**config.mk**
```make
export PLATFORM = sky130hd
export DESIGN_NAME = uart_receiver
export DESIGN_NICKNAME = d
export VERILOG_FILES = /design/src/rtl/uart_pkg.sv /design/src/rtl/uart_rx_sampler.sv /design/src/rtl/uart_receiver.sv
export SDC_FILE = /design/constraint.sdc
export NUM_CORES = 1
export LEC_CHECK = 0
export ABC_AREA = 1
export ABC_CLOCK_PERIOD_IN_PS = 1700
export BUFFER_PORTS_ARGS = -buffer_cell sky130_fd_sc_hd__buf_2
export CELL_PAD_IN_SITES_DETAIL_PLACEMENT = 1
export CELL_PAD_IN_SITES_GLOBAL_PLACEMENT = 1
export CORE_ASPECT_RATIO = 2
export CORE_MARGIN = 2
export CORE_UTILIZATION = 25
export CTS_CLUSTER_SIZE = 40
export DETAILED_ROUTE_END_ITERATION = 6
export PLACE_DENSITY_LB_ADDON = 0.1
export SYNTH_ARGS = -nofsm -noshare
export SYNTH_HDL_FRONTEND = slang
export SYNTH_SLANG_ARGS = --single-unit
```
**constraint.sdc**
```tcl
create_clock -name sys_clk -period 1.7 [get_ports sys_clk]
set_input_delay 0.085 -clock sys_clk [delete_from_list [all_inputs] [get_ports sys_clk]]
set_output_delay 0.085 -clock sys_clk [all_outputs]
set_load 0.02 [all_outputs]
```
**src/rtl/uart_pkg.sv**
```systemverilog
// Shared UART definitions: receiver state encoding, default frame constants, parity sense.
package uart_pkg;

  typedef enum logic [2:0] {
    IDLE,
    START,
    DATA,
    PARITY,
    STOP
  } rx_state_e;

  localparam int BIT_CYCLES_DEF = 434;
  localparam int DATA_BITS_DEF  = 8;

  localparam logic PARITY_EVEN = 1'b1;
  localparam logic PARITY_ODD  = 1'b0;

  // XOR over data plus parity bit that a correct frame produces for the selected sense.
  function automatic logic parity_target(input logic even_odd);
    return (even_odd == PARITY_ODD) ? 1'b1 : 1'b0;
  endfunction

endpackage

```
**src/rtl/uart_rx_sampler.sv**
```systemverilog
// Line conditioning for the UART receiver: 2-flop synchronizer, falling-edge detect and bit decision.
// With UART_RX_MAJORITY_EN the bit decision is a 2-of-3 vote over three consecutive synchronized samples.
module uart_rx_sampler (
  input  logic sys_clk,
  input  logic rst,
  input  logic serial_in,
  output logic fall_edge,
  output logic rx_bit
);

  logic rxs_meta;
  logic rxs;
  logic rxs_d;

  always_ff @(posedge sys_clk) begin
    if (rst) begin
      rxs_meta <= 1'b1;
      rxs      <= 1'b1;
      rxs_d    <= 1'b1;
    end else begin
      rxs_meta <= serial_in;
      rxs      <= rxs_meta;
      rxs_d    <= rxs;
    end
  end

  assign fall_edge = rxs_d & ~rxs;

`ifdef UART_RX_MAJORITY_EN
  logic rxs_dd;

  always_ff @(posedge sys_clk) begin
    if (rst) rxs_dd <= 1'b1;
    else     rxs_dd <= rxs_d;
  end

  // Decision taken one cycle after the nominal sample point, voting over sample-1, sample, sample+1.
  assign rx_bit = (rxs & rxs_d) | (rxs & rxs_dd) | (rxs_d & rxs_dd);
`else
  assign rx_bit = rxs;
`endif

endmodule

```
**src/rtl/uart_receiver.sv**
```systemverilog
// UART receive path: start, DATA_BITS data (LSB first), parity, stop, timed by an internal bit timer on sys_clk.
// Optional macro UART_RX_MAJORITY_EN selects 2-of-3 majority sampling (all decisions one cycle later).
module uart_receiver
  import uart_pkg::*;
#(
  parameter int BIT_CYCLES = BIT_CYCLES_DEF,
  parameter int DATA_BITS  = DATA_BITS_DEF
) (
  input  logic                 sys_clk,
  input  logic                 rst,
  input  logic                 rx_enable,
  input  logic                 even_odd,
  input  logic                 serial_in,
  output logic [DATA_BITS-1:0] rx_data,
  output logic                 rx_valid,
  output logic                 parity_err,
  output logic                 frame_err,
  output logic                 busy
);

  localparam int TW = $clog2(BIT_CYCLES);
  localparam int IW = (DATA_BITS > 1) ? $clog2(DATA_BITS) : 1;

`ifdef UART_RX_MAJORITY_EN
  localparam int SAMPLE_LAG = 1;
`else
  localparam int SAMPLE_LAG = 0;
`endif

  // Only the start decision needs the lag; later decisions are timed from it and inherit the shift.
  localparam logic [TW-1:0] TC_HALF  = TW'(BIT_CYCLES / 2 - 1 + SAMPLE_LAG);
  localparam logic [TW-1:0] TC_BIT   = TW'(BIT_CYCLES - 1);
  localparam logic [IW-1:0] LAST_BIT = IW'(DATA_BITS - 1);

  logic fall_edge;
  logic rx_bit;

  uart_rx_sampler u_sampler (
    .sys_clk   (sys_clk),
    .rst       (rst),
    .serial_in (serial_in),
    .fall_edge (fall_edge),
    .rx_bit    (rx_bit)
  );

  rx_state_e            state;
  logic [TW-1:0]        timer;
  logic [IW-1:0]        bit_idx;
  logic [DATA_BITS-1:0] shift_reg;
  logic                 parity_bit;

  always_ff @(posedge sys_clk) begin
    if (rst) begin
      state      <= IDLE;
      timer      <= '0;
      bit_idx    <= '0;
      shift_reg  <= '0;
      parity_bit <= 1'b0;
      rx_data    <= '0;
      rx_valid   <= 1'b0;
      parity_err <= 1'b0;
      frame_err  <= 1'b0;
      busy       <= 1'b0;
    end else begin
      rx_valid <= 1'b0;
      case (state)
        IDLE: begin
          timer <= '0;
          if (rx_enable && fall_edge) begin
            state <= START;
            busy  <= 1'b1;
          end
        end
        START: begin
          if (timer == TC_HALF) begin
            timer <= '0;
            if (rx_bit) begin
              state <= IDLE;
              busy  <= 1'b0;
            end else begin
              state   <= DATA;
              bit_idx <= '0;
            end
          end else begin
            timer <= timer + 1'b1;
          end
        end
        DATA: begin
          if (timer == TC_BIT) begin
            timer     <= '0;
            shift_reg <= {rx_bit, shift_reg[DATA_BITS-1:1]};
            if (bit_idx == LAST_BIT) state <= PARITY;
            else                     bit_idx <= bit_idx + 1'b1;
          end else begin
            timer <= timer + 1'b1;
          end
        end
        PARITY: begin
          if (timer == TC_BIT) begin
            timer      <= '0;
            parity_bit <= rx_bit;
            state      <= STOP;
          end else begin
            timer <= timer + 1'b1;
          end
        end
        STOP: begin
          if (timer == TC_BIT) begin
            timer      <= '0;
            rx_data    <= shift_reg;
            rx_valid   <= 1'b1;
            parity_err <= (^shift_reg ^ parity_bit) != parity_target(even_odd);
            frame_err  <= ~rx_bit;
            state      <= IDLE;
            busy       <= 1'b0;
          end else begin
            timer <= timer + 1'b1;
          end
        end
        default: begin
          state <= IDLE;
          busy  <= 1'b0;
        end
      endcase
    end
  end

endmodule

```
Word level (Yosys, flattened, before mapping)
Cells that the tools add are included.
- register bits: 39
- output and inout bits: 12
- input port bits: 5
- word-level logic and storage cells: 74
- bitwise logic cells: 5
- eq/ne operators: 17
- add/sub/neg operators: 2
- reduce and logical (&&, ||, !) cells: 14
- muxes and demuxes: 23
- operator list (kind ; count):
    $mux W3 ; 10
    $pmux W9 S3 ; 1
    $mux W9 ; 2
    $ne A2 B2 Y1 const B ; 8
    $pmux W3 S5 ; 1
    $reduce_and A5 Y1 ; 2
    $add A9 B1 Y9 const B ; 1
    $eq A9 B8 Y1 const B ; 1
    $eq A9 B9 Y1 const B ; 1
    $reduce_xor A8 Y1 ; 1
    $eq A3 B2 Y1 const B ; 2
    $eq A3 B3 Y1 const B ; 2
    $mux W1 ; 6
    $pmux W3 S2 ; 1
    $reduce_and A2 Y1 ; 3
    $reduce_and A6 Y1 ; 1
    $pmux W1 S4 ; 1
    $reduce_or A2 Y1 ; 2
    $add A3 B1 Y3 const B ; 1
    $eq A3 B1 Y1 const B ; 1
    $logic_not A3 Y1 ; 1
    $not A1 Y1 ; 3
    $reduce_bool A3 Y1 ; 1
    $reduce_or A3 Y1 ; 1
    7 further kinds ; 7

Depth between registers and ports, before layout
Gate-level depths: netlist (run 1).
- depth after elaboration: 5
- mapped depth: 12
- mapped depth without buffers: 12

By module
Synthesis (run 1) repeated with hierarchy kept, for this count alone.
- cell total of the unflattened synthesis: 273
- area total of the unflattened synthesis: 1961.9 sq um
- by module, submodules not included (module ; area each (sq um) ; sequential area each (sq um) ; cells each ; instances):
    uart_receiver ; 1868.0 ; 720.7 ; 261 ; 1
    uart_rx_sampler ; 93.8 ; 60.1 ; 12 ; 1

Worst setup path before layout (run 1)
OpenSTA, ideal clock, no wires.
- kind: register to register
- start point: register timer[1]
- end point: register shift_reg[1]
- data arrival time: 1.242 ns
- setup slack: 0.338 ns
- data required time: 1.581 ns
- library setup time: 0.119 ns
- stages on the path, launching flop included: 11
- path buffers: 1
- period minus slack after synthesis: 1.362 ns
- cells stage by stage: dfxtp_1 inv_1 ha_1 nand2_1 nor2_1 nand2_2 inv_2 nand2_2 buf_6 o21ai_0 a21oi_1
- cells in the longest elaborated chain, start to end: 2
- ends and longest elaborated chain (what ; line ; text):
    start, declared ; uart_receiver.sv:47 ; logic [TW-1:0] timer;
    start signal, assigned ; uart_receiver.sv:85 ; timer <= timer + 1'b1;
    start signal, assigned ; uart_receiver.sv:95 ; timer <= timer + 1'b1;
    start signal, assigned ; uart_receiver.sv:104 ; timer <= timer + 1'b1;
    $eq A9 B9 Y1 ; uart_receiver.sv:89 ; if (timer == TC_BIT) begin
    $reduce_and A2 Y1 (no line) ; - ;
    end signal, assigned ; uart_receiver.sv:91 ; shift_reg <= {rx_bit, shift_reg[DATA_BITS-1:1]};
    end, declared ; uart_receiver.sv:49 ; logic [DATA_BITS-1:0] shift_reg;
No other way between the ends.
A chain may end at the register's enable or synchronous reset.

Worst setup path in the final report (run 1)
- start point: register timer[1]
- end point: register bit_idx[1]
- cells in the longest elaborated chain, start to end: 3
- elaborated cells between the ends (all ways): 5
- those cells by class: 4 x eq/ne; 1 x reduce/logical
- ends and longest elaborated chain (what ; line ; text):
    $eq A9 B9 Y1 / $eq A9 B8 Y1 (equally long branches) ; uart_receiver.sv:89, uart_receiver.sv:75 ;
    $ne A2 B2 Y1 (no line) ; - ;
    $reduce_and A5 Y1 (no line) (*) ; - ;
    end signal, assigned ; uart_receiver.sv:93 ; else bit_idx <= bit_idx + 1'b1;
    end, declared ; uart_receiver.sv:48 ; logic [IW-1:0] bit_idx;
Every way passes the cells marked *; elsewhere a longest branch is shown, timed or not.

==> run summary, run 1 <==
STA classifies the critical path endpoint as a register. The worst setup path is launched from a register. The die outline width is 66.42 microns. The all-layer global routing usage was 13.99%; the post-synthesis instance total was 282.

Cell internal power was estimated by the tool at 1.820 mW. At the worst endpoint, the required time is 1880 ps. For the pin with the worst max-slew slack, the measured transition is 381.7 ps. The post-synth design cell area is 1948 sq um. The most numerous cell type found on the critical path is sky130_fd_sc_hd__nand2_1.

Walking the worst path, the cells encountered are inv_1, ha_1, nand2_1, nor2_2, nand2_2, inv_4, nand2_1, nand2_1, nand2_2, a21oi_1, nor2_1. The register with the most flip-flops in the layout has 9 of them. TritonCTS built the clock tree. The total area inside the core boundary comes to 7601 sq um. The count of synthesis-stage warnings from yosys was 0. Once the floorplan was initialized, standard cells occupied 25.63% of the core. The standby leakage power is 1.097 nW. Classification of the worst setup path: register to register. On the worst path, the slowest cell contributes a delay of 320 ps. The die area is 8558 sq um. The endpoint arrival time on the critical path is 1720 ps, and the violation count after the first detailed-routing iteration is 48.

The number of placed instances, taps included, is 388. The clock skew after layout is 4.213 ps, and the area growth from synthesis to layout is 17.79%. OpenSTA, run right after detailed placement, puts the worst setup slack at 75.37 ps. Entering global routing, the biggest net connects 30 pins.

Final-stage net count: 312. Summing the sequential cell areas from Yosys gives 40.08% of the chip area. The count of H-tree levels built during CTS is 2, and the remaining antenna violation count after routing is 0. The clock power share was 32.0%. The HPWL reported at the end of detailed placement is 4.133 mm, and the number of inserted filler cells in the final layout is 986. The net switching power figure is 1.048 mW. At the end of routability-driven placement, the weighted congestion stood at 0.7142. TritonCTS created 5 clock buffers. For the final routed database, the setup TNS stands at 0 ps. In this run, synthesis inferred 0 flip-flops with an integrated enable.

The logs give 404.3 uV for the worst vdd rail ir drop and 161.9 ps for the worst setup slack after layout. The number of library cell types mapped by synthesis is 32. The number of I/O port buffers works out to 16. The count of clock tree sinks came out at 39. The first-pass GRT wire length came out at 8.970 mm. The area share of the largest cell type after synthesis was 40.08%. Along the worst path, the maximum fanout reaches 6. Setup violations remaining at the end of the flow were counted as 0. The number of hold-slack violations in the final timing report came out at 0. Among cell families on the critical path, the largest total delay comes from simple AND/OR/NAND/NOR gates. The number of diodes is 0. The relative slew slack is 74.36%, and the proportion of layout cells with a drive suffix above 1 is 15.51%. The path class of the tightest hold or removal check is input port to register.

The number of nets handed over by synthesis was 292. The number of pins exceeding their max-slew limit in the final report is 0, and the clock transition at the register clock pins on the worst setup and hold paths after CTS is 60 ps. The clock reaches the later pin of the worst-skew pair after 280 ps. The wire length per cell after detailed routing was 13.41 microns. sky130_fd_sc_hd__nand2_1 is the most common cell in the netlist.

In the routed layout, each cell is associated on average with a via count of 4.554. The run gives 0 as the number of buffers added for setup after CTS. The pre-antenna-repair detailed-routing pass consisted of 3 iterations.

Per report_power, the combinational group accounts for 31.1% of the total. Derived from the worst setup path, the maximum achievable clock frequency is 650.1 MHz. The root buffer cell chosen for the clock tree is sky130_fd_sc_hd__clkbuf_16.

In the synthesized netlist the dominant register cell turns out to be sky130_fd_sc_hd__dfxtp_1. The cell accounting for the most synthesized area was sky130_fd_sc_hd__dfxtp_1. The run gives 2.868 mW as the power consumption. Power spread over the standard cell area amounts to 1250 nW/um^2. The minimum period implied by the final worst setup slack was 1538 ps; the end-of-flow core utilization was 30.19%. The post-detailed-routing wire length came out at 5.322 mm. The total DRC errors in the routed layout is 0, and the share of the clock period used by the worst path is 90.48%.

The slowest stage of the critical path belongs to the cell sky130_fd_sc_hd__dfxtp_1. For the maximum buffer depth of the clock tree, the log shows 2. The switching power as a share of total power is 36.53%, and the number of global-route vias before repair is 1877. For this run, asynchronously set or reset flops after synthesis account for 0%. The final route contains 1808 vias. The tools report the max-capacitance violation count as 0. The flow ran to the end, and the final reports show no timing, DRC or antenna violations. In this run the core area contains 45 standard-cell rows. Counting flops and latches in the post-synthesis netlist gives 39. A synthesized cell averages 6.908 sq um. By count the netlist is led by sky130_fd_sc_hd__nand2_1 (75), sky130_fd_sc_hd__dfxtp_1 (39), sky130_fd_sc_hd__inv_1 (35), sky130_fd_sc_hd__nor2_1 (28), sky130_fd_sc_hd__a21oi_1 (26). The post-route non-filler standard cell count was 397. The critical path contains buffers and inverters numbering 2 combined. Of the total power, registers draw 36.9%. The die boundary height was 128.8 microns; the number of antenna violations at the first check in global routing was 0.

The number of top-level pins is 17. By area the synthesized netlist is led by sky130_fd_sc_hd__dfxtp_1 (40%), sky130_fd_sc_hd__nand2_1 (14%), sky130_fd_sc_hd__inv_1 (6.7%), sky130_fd_sc_hd__a21oi_1 (6.7%), sky130_fd_sc_hd__nor2_1 (5.4%). For this run the aggregate overflow at the end of global routing stands at 0.
path summary, 6_finish.rpt:
kind	startpoint	end	slack, ps	depth (start not counted)
setup reg to reg	timer[1]$_SDFFE_PP0P_	bit_idx[1]$_SDFFE_PP0P_	160	11
setup / recovery	timer[1]$_SDFFE_PP0P_	bit_idx[1]$_SDFFE_PP0P_	160	11
hold reg to reg	u_sampler.rxs_meta$_SDFF_PP1_	u_sampler.rx_bit$_SDFF_PP1_	410	1
hold / removal	rst	rx_valid$_SDFF_PP0_	50	2
logic make-up after synthesis:
kind of cell             synth area share [%]
adder cells (fa/ha/maj)                 3.211
AND/OR/NAND/NOR                         32.50
buffers and inverters                   9.185
AO/OA/AOI/OAI                           15.03
flip-flops                              40.08
timing repair:
item	in CTS	in global routing
hold buffers	1	0
hold endpoints to repair	1	0
resized for setup	0	5
setup endpoints to repair	0	13
area by class of cell:
class,instances,area (sq um),share of cell area (%)
Multi-Input combinational cell,199,996.0,43.40
Sequential cell,39,780.7,34.02
Inverter,38,145.1,6.325
Clock buffer,7,132.6,5.780
Timing Repair Buffer,19,117.6,5.125
Tap cell,94,117.6,5.125
Clock inverter,1,5.005,0.2181
cell usage in the layout, fill, tap and decap left out, types with 5 or more instances in the layout:
cell / synthesis / final
sky130_fd_sc_hd__a21oi_1: 26 / 26
sky130_fd_sc_hd__inv_1: 35 / 35
sky130_fd_sc_hd__nand3_1: 11 / 11
sky130_fd_sc_hd__nor3_1: 7 / 7
sky130_fd_sc_hd__ha_1: 5 / 5
sky130_fd_sc_hd__nor2_1: 28 / 27
sky130_fd_sc_hd__dfxtp_1: 39 / 39
sky130_fd_sc_hd__clkbuf_16: 0 / 5
sky130_fd_sc_hd__nand2_1: 75 / 75
sky130_fd_sc_hd__buf_2: 2 / 16
sky130_fd_sc_hd__nand2_2: 6 / 5
sky130_fd_sc_hd__o21ai_0: 19 / 17
power groups by stage:
stage	Combinational, mW	Clock [mW]	Sequential (mW)
after floorplan	0.689	0	1.08
after global placement	0.912	0	1.08
after detailed placement	0.906	0	1.08
after CTS	0.912	0.955	1.06
after global routing	1.02	0.998	1.07
final	0.892	0.917	1.06
metrics by stage:
stage | instance area (sq um) | hold WS [ps]
floorplan | 1948 | 156.5
finish | 2295 | 53.30
global route | 2295 | 60.66
detailed placement | 2137 | 272.4
global placement | 2137 | 271.2
CTS | 2285 | 49.36
per-layer routing:
metal / global-route usage [%] / share of wire, %
met1: 13.38 / 37
met2: 27.41 / 59
met3: 2.185 / 1.6
met4: 6.843 / 2.1
met5: 0 / 0
No activity file was read; power rests on OpenSTA's default activity.
==> run 2: changes to the inputs <==
--- a/config.mk
+++ b/config.mk
@@ -5,7 +5,6 @@
 export SDC_FILE = /design/constraint.sdc
 export NUM_CORES = 1
 export LEC_CHECK = 0
-export ABC_AREA = 1
 export ABC_CLOCK_PERIOD_IN_PS = 1700
 export BUFFER_PORTS_ARGS = -buffer_cell sky130_fd_sc_hd__buf_2
 export CELL_PAD_IN_SITES_DETAIL_PLACEMENT = 1
@@ -13,6 +12,7 @@
 export CORE_ASPECT_RATIO = 2
 export CORE_MARGIN = 2
 export CORE_UTILIZATION = 25
+export CTS_BUF_LIST = sky130_fd_sc_hd__clkbuf_2
 export CTS_CLUSTER_SIZE = 40
 export DETAILED_ROUTE_END_ITERATION = 6
 export PLACE_DENSITY_LB_ADDON = 0.1
==> run 2 against run 1 <==
  * The flow now finishes with violations (negative setup slack)
  * Combinational power fell by 95%
  * Cell area rose by 6.7%
  * Synthesized area fell by 5.2%
  * Critical path depth shrank 4
  * Global-route usage is 0.29 points higher
  * Fmax down 19%
  * Synthesized cell count shrank 29%
  * Flip-flop and latch count unchanged
  * Sequential share of layout area fell by 1.7 points
  * Sequential power shrank 13%
  * Highest routed layer unchanged
==> run summary, run 2 <==
The switching power as a share of total power is 26.60% (-9.9 points), and the first-pass GRT wire length is 8.935 mm (-0.39%). The share of the clock period used by the worst path was 111.6% (+21 points); the post-synthesis instance total was 199 (-29%). The category of the worst setup path launch point is a register. The tools report the maximum number of pins on one net before global-route repair as 26 (-13%). The count of H-tree levels built during CTS is 2 (unchanged).

The number of flip-flops in the largest register is 9 (unchanged), and the count of clock tree sinks is 39 (unchanged). The arithmetic-cell share of the synthesized area counting full adders, half adders and majority gates is 3.388% (+0.18 points), and the post-detailed-routing wire length is 5.201 mm (-2.3%). The post-synthesis register bit count was 39 (unchanged); the final estimated routing congestion in global placement was 0.7856 (+10%). The area share of the largest cell type after synthesis works out to 42.28% (+2.2 points). The logs give 65.3% (+28 points) for the fraction of power consumed by sequential logic and 8133 sq um (-5.0%) for the die area. The wire length per cell after detailed routing was 15.16 microns (+13%); the worst vdd rail ir drop was 450.1 uV (+11%). Clock transition at the register clock pins on the worst setup and hold paths after CTS: 230 ps (+170 ps).

The placed instance count came out at 331 (-15%). The synthesized-area fraction occupied by ao, oa, aoi and oai cells was 12.40% (-2.6 points). For the maximum buffer depth of the clock tree, the log shows 2 (unchanged). The number of I/O port buffers was 16 (unchanged); the effective utilization at floorplan was 25.61% (about the same).

The total nets after synthesis was 209 (-28%); the total internal power was 1.035 mW (-43%). The count of synthesis-stage warnings from yosys is 0 (unchanged). In this run the clock root is driven by a sky130_fd_sc_hd__clkbuf_2. On the critical path, the stage with the largest delay is an instance of sky130_fd_sc_hd__or4_4. The die outline width is 64.78 microns (-2.5%). After detailed routing, no signal wire sits above met4. The sum of buffers and inverters on the critical path came out at 1 (-1). For the detailed-route wire length on metal 1, the log shows 1.788 mm (-9.3%).

The synthesized area per cell is 9.280 sq um (+34%). The parity-gate share of the synthesized area counting xor and xnor cells was 5.488% (+5.5 points); the area growth from synthesis to layout was 32.52%. The violation count after the first detailed-routing iteration came out at 49 (+2.1%). The tools report the post-route non-filler standard cell count as 343 (-14%). The number of global-route vias before repair is 1874 (-0.16%).

Summed over all instances, the cell type with the most area after synthesis is sky130_fd_sc_hd__dfxtp_1. The power per cell area is 576.3 nW/um^2 (-54%), and the HPWL reported at the end of detailed placement is 4.043 mm (-2.2%). The detailed-routed wire length on met3 is 87 microns (+1.2%). The library cell used most frequently in the layout, excluding fill and tap cells, is sky130_fd_sc_hd__dfxtp_1. The run finished, with violations left.

For the met2 wirelength from detailed routing, the log shows 3.240 mm (+2.8%). The remaining antenna violation count after routing was 0 (unchanged). TritonCTS built the clock tree.

For the clock latency reported for the late side of the worst-skew pair, the log shows 420 ps (+140 ps). The tools report the cell row count as 44 (-2.2%). The async set-or-reset flop fraction in the synthesized netlist was 0% (unchanged); the proportion of layout cells with a drive suffix above 1 was 34.80% (+19 points). Die boundary height: 125.6 microns (-2.6%).

The library cells used most frequently in the layout, excluding fill and tap cells, are sky130_fd_sc_hd__dfxtp_1 (35), sky130_fd_sc_hd__buf_4 (32), sky130_fd_sc_hd__nor2_1 (30), sky130_fd_sc_hd__mux2i_1 (18), sky130_fd_sc_hd__buf_2 (16). Share of cell area taken by muxes after synthesis: 10.37% (+10 points). The tools report the total DRC errors in the routed layout as 0 (unchanged). For the clock power share, the log shows 31.5% (-0.5 points). The detail-routed via count per cell was 4.703 (+3.3%). The critical path is of the register to register type. The total iterations of the first detailed-routing run is 3 (unchanged). Worst min-delay path class: input port to register. The max-capacitance violation count was 0 (unchanged); the placeable core region was 7212 sq um (-5.1%).

The total CTS buffers was 5 (unchanged). Setup repair after global routing could not meet its margin everywhere. The area fraction in and, or, nand and nor cells after synthesis is 22.83% (-9.7 points). The tools report the required time of the critical path as 2080 ps (+200 ps). The endpoint arrival time on the critical path is 2280 ps (+560 ps), and the total grt overflow is 0 (unchanged). The library cell with the highest instance count after synthesis was sky130_fd_sc_hd__dfxtp_1. The via total after detailed routing is 1613 (-11%). For the final-stage net count, the log shows 259 (-17%). The tools report the relative slew slack as 68.12% (-6.2 points).

Largest stage delay on the critical path: 440 ps (+120 ps). The number of hold-slack violations in the final timing report was 0 (unchanged). The achievable frequency is 527.2 MHz (-19%), and the number of top-level pins is 17 (unchanged). For the setup violation total in the final timing report, the log shows 21 (+21). The standby leakage power came out at 1.082 nW (-1.4%). The post-synth design cell area was 1847 sq um (-5.2%). The clock skew after layout was 22.75 ps (+18.54 ps); the number of antenna violations at the first check in global routing was 1 (+1). The largest family of logic cells by synthesized area is simple AND/OR/NAND/NOR gates. Number of library cell types mapped by synthesis: 45 (+41%). Maximum fanout count along the critical path: 4 (-2). The logs give -196.7 ps (-358.5 ps) for the worst setup slack after layout and -337.7 ps (-413.1 ps) for the worst slack after detailed placement. The worst hold slack is 78.42 ps (+25.11 ps). The sequential element share of the synthesized area was 42.28% (+2.2 points).

Ranked by instance count, the synthesized netlist is headed by sky130_fd_sc_hd__dfxtp_1 (39), sky130_fd_sc_hd__nor2_1 (30), sky130_fd_sc_hd__mux2i_1 (18), sky130_fd_sc_hd__a21oi_1 (16). The net switching power figure is 0.3751 mW (-64%), and the logic gate share of total power is 3.3% (-28 points). The sum of negative setup slack is -1620 ps (-1620 ps).

The slew at the pin closest to its max-slew limit came out at 478.2 ps (+96.51 ps). The kind of cell adding the most delay to the critical path is simple AND/OR/NAND/NOR gates. The most used flip-flop cell after synthesis is sky130_fd_sc_hd__dfxtp_1.

The checks that failed: negative setup slack. The tools report the number of pins exceeding their max-slew limit in the final report as 0 (unchanged). The signal on the critical path passes through inv_4, ha_4, and4b_1, nand3_1, a221o_1, or4_4, a21oi_2. The minimum period implied by the final worst setup slack is 1897 ps (+358.5 ps), and the all-layer global routing usage is 14.28% (+0.29 points). Power consumption: 1.410 mW (-51%).

The count of flip-flops with a built-in enable after synthesis was 0 (unchanged). After synthesis, the cell types taking the most area are sky130_fd_sc_hd__dfxtp_1 (42%), sky130_fd_sc_hd__mux2i_1 (9.8%), sky130_fd_sc_hd__nor2_1 (6.1%), sky130_fd_sc_hd__a21oi_1 (4.3%), sky130_fd_sc_hd__ha_1 (3.4%). The worst setup path is captured at a register.
## run 2: cell types whose count changed in the layout (fill, tap and decap cells not counted), moves of 7 or more
cell,previous run,this run
sky130_fd_sc_hd__nand2b_1,0,7
sky130_fd_sc_hd__mux2i_1,0,18
sky130_fd_sc_hd__inv_1,35,2
sky130_fd_sc_hd__a21oi_1,26,14
sky130_fd_sc_hd__xnor2_1,0,7
sky130_fd_sc_hd__o21ai_0,17,5
sky130_fd_sc_hd__nand2_1,75,3
sky130_fd_sc_hd__buf_4,1,32
## run 2: per-stage QoR
step           area (sq um)  utilization, %
2_1_floorplan          1854               -
3_3_place_gp           2265           31.40
3_5_place_dp           2265           31.40
6_report               2447           33.93
4_1_cts                2389           33.12
5_1_grt                2447           33.93
## run 2: power groups by stage
stage | clock [mW] | combinational [mW] | sequential, mW
floorplan | 0 | 0.0240 | 0.941
global placement | 0 | 0.0419 | 0.941
detailed placement | 0 | 0.0425 | 0.941
CTS | 0.479 | 0.0466 | 0.922
global route | 0.505 | 0.0517 | 0.922
finish | 0.444 | 0.0461 | 0.920
## run 2: repair_timing
action | 4_1_cts | 5_1_grt
setup endpoints to repair | 35 | 35
endpoints found under the hold margin | 1 | 0
hold buffers | 1 | 0
gates resized for setup | 15 | 11
setup buffers | 1 | 0
pin swaps | 10 | 6
gates cloned | 0 | 1
## run 2: path summary, 6_finish.rpt
path	start	endpoint	slack [ps]	cells after the start
max	timer[0]$_SDFFE_PP0P_	busy$_SDFFE_PP0P_	-200	7
max reg2reg	timer[0]$_SDFFE_PP0P_	busy$_SDFFE_PP0P_	-200	7
min reg2reg	u_sampler.rxs_meta$_SDFF_PP1_	u_sampler.rx_bit$_SDFF_PP1_	460	1
min	rst	rx_data[1]$_SDFFE_PP0P_	80	2
## run 2: area by class of cell
| cell class | instances | area, sq um |
|---|---|---|
| clock buffer | 5 | 25.02 |
| inverter | 4 | 20.02 |
| clock inverter | 3 | 20.02 |
| timing repair buffer | 52 | 372.9 |
| tap | 92 | 115.1 |
| fill | 852 | 4765 |
| sequential | 39 | 790.8 |
| multi-input combinational | 147 | 1101 |
| antenna | 1 | 2.502 |
## run 2: routing by layer
| metal | vias up | global-route usage, % |
|---|---|---|
| met4 | 0 | 6.008 |
| met2 | 13 | 28.62 |
| met1 | 794 | 13.27 |
| met5 | - | 0 |
| li1 | 801 | - |
| met3 | 5 | 2.518 |
## run 2: cell families after synthesis
group,Yosys count
XOR/XNOR,10
AO/OA/AOI/OAI,36
adder cells (fa/ha/maj),5
AND/OR/NAND/NOR,77
flip-flops,39
buffers and inverters,13
multiplexers,19
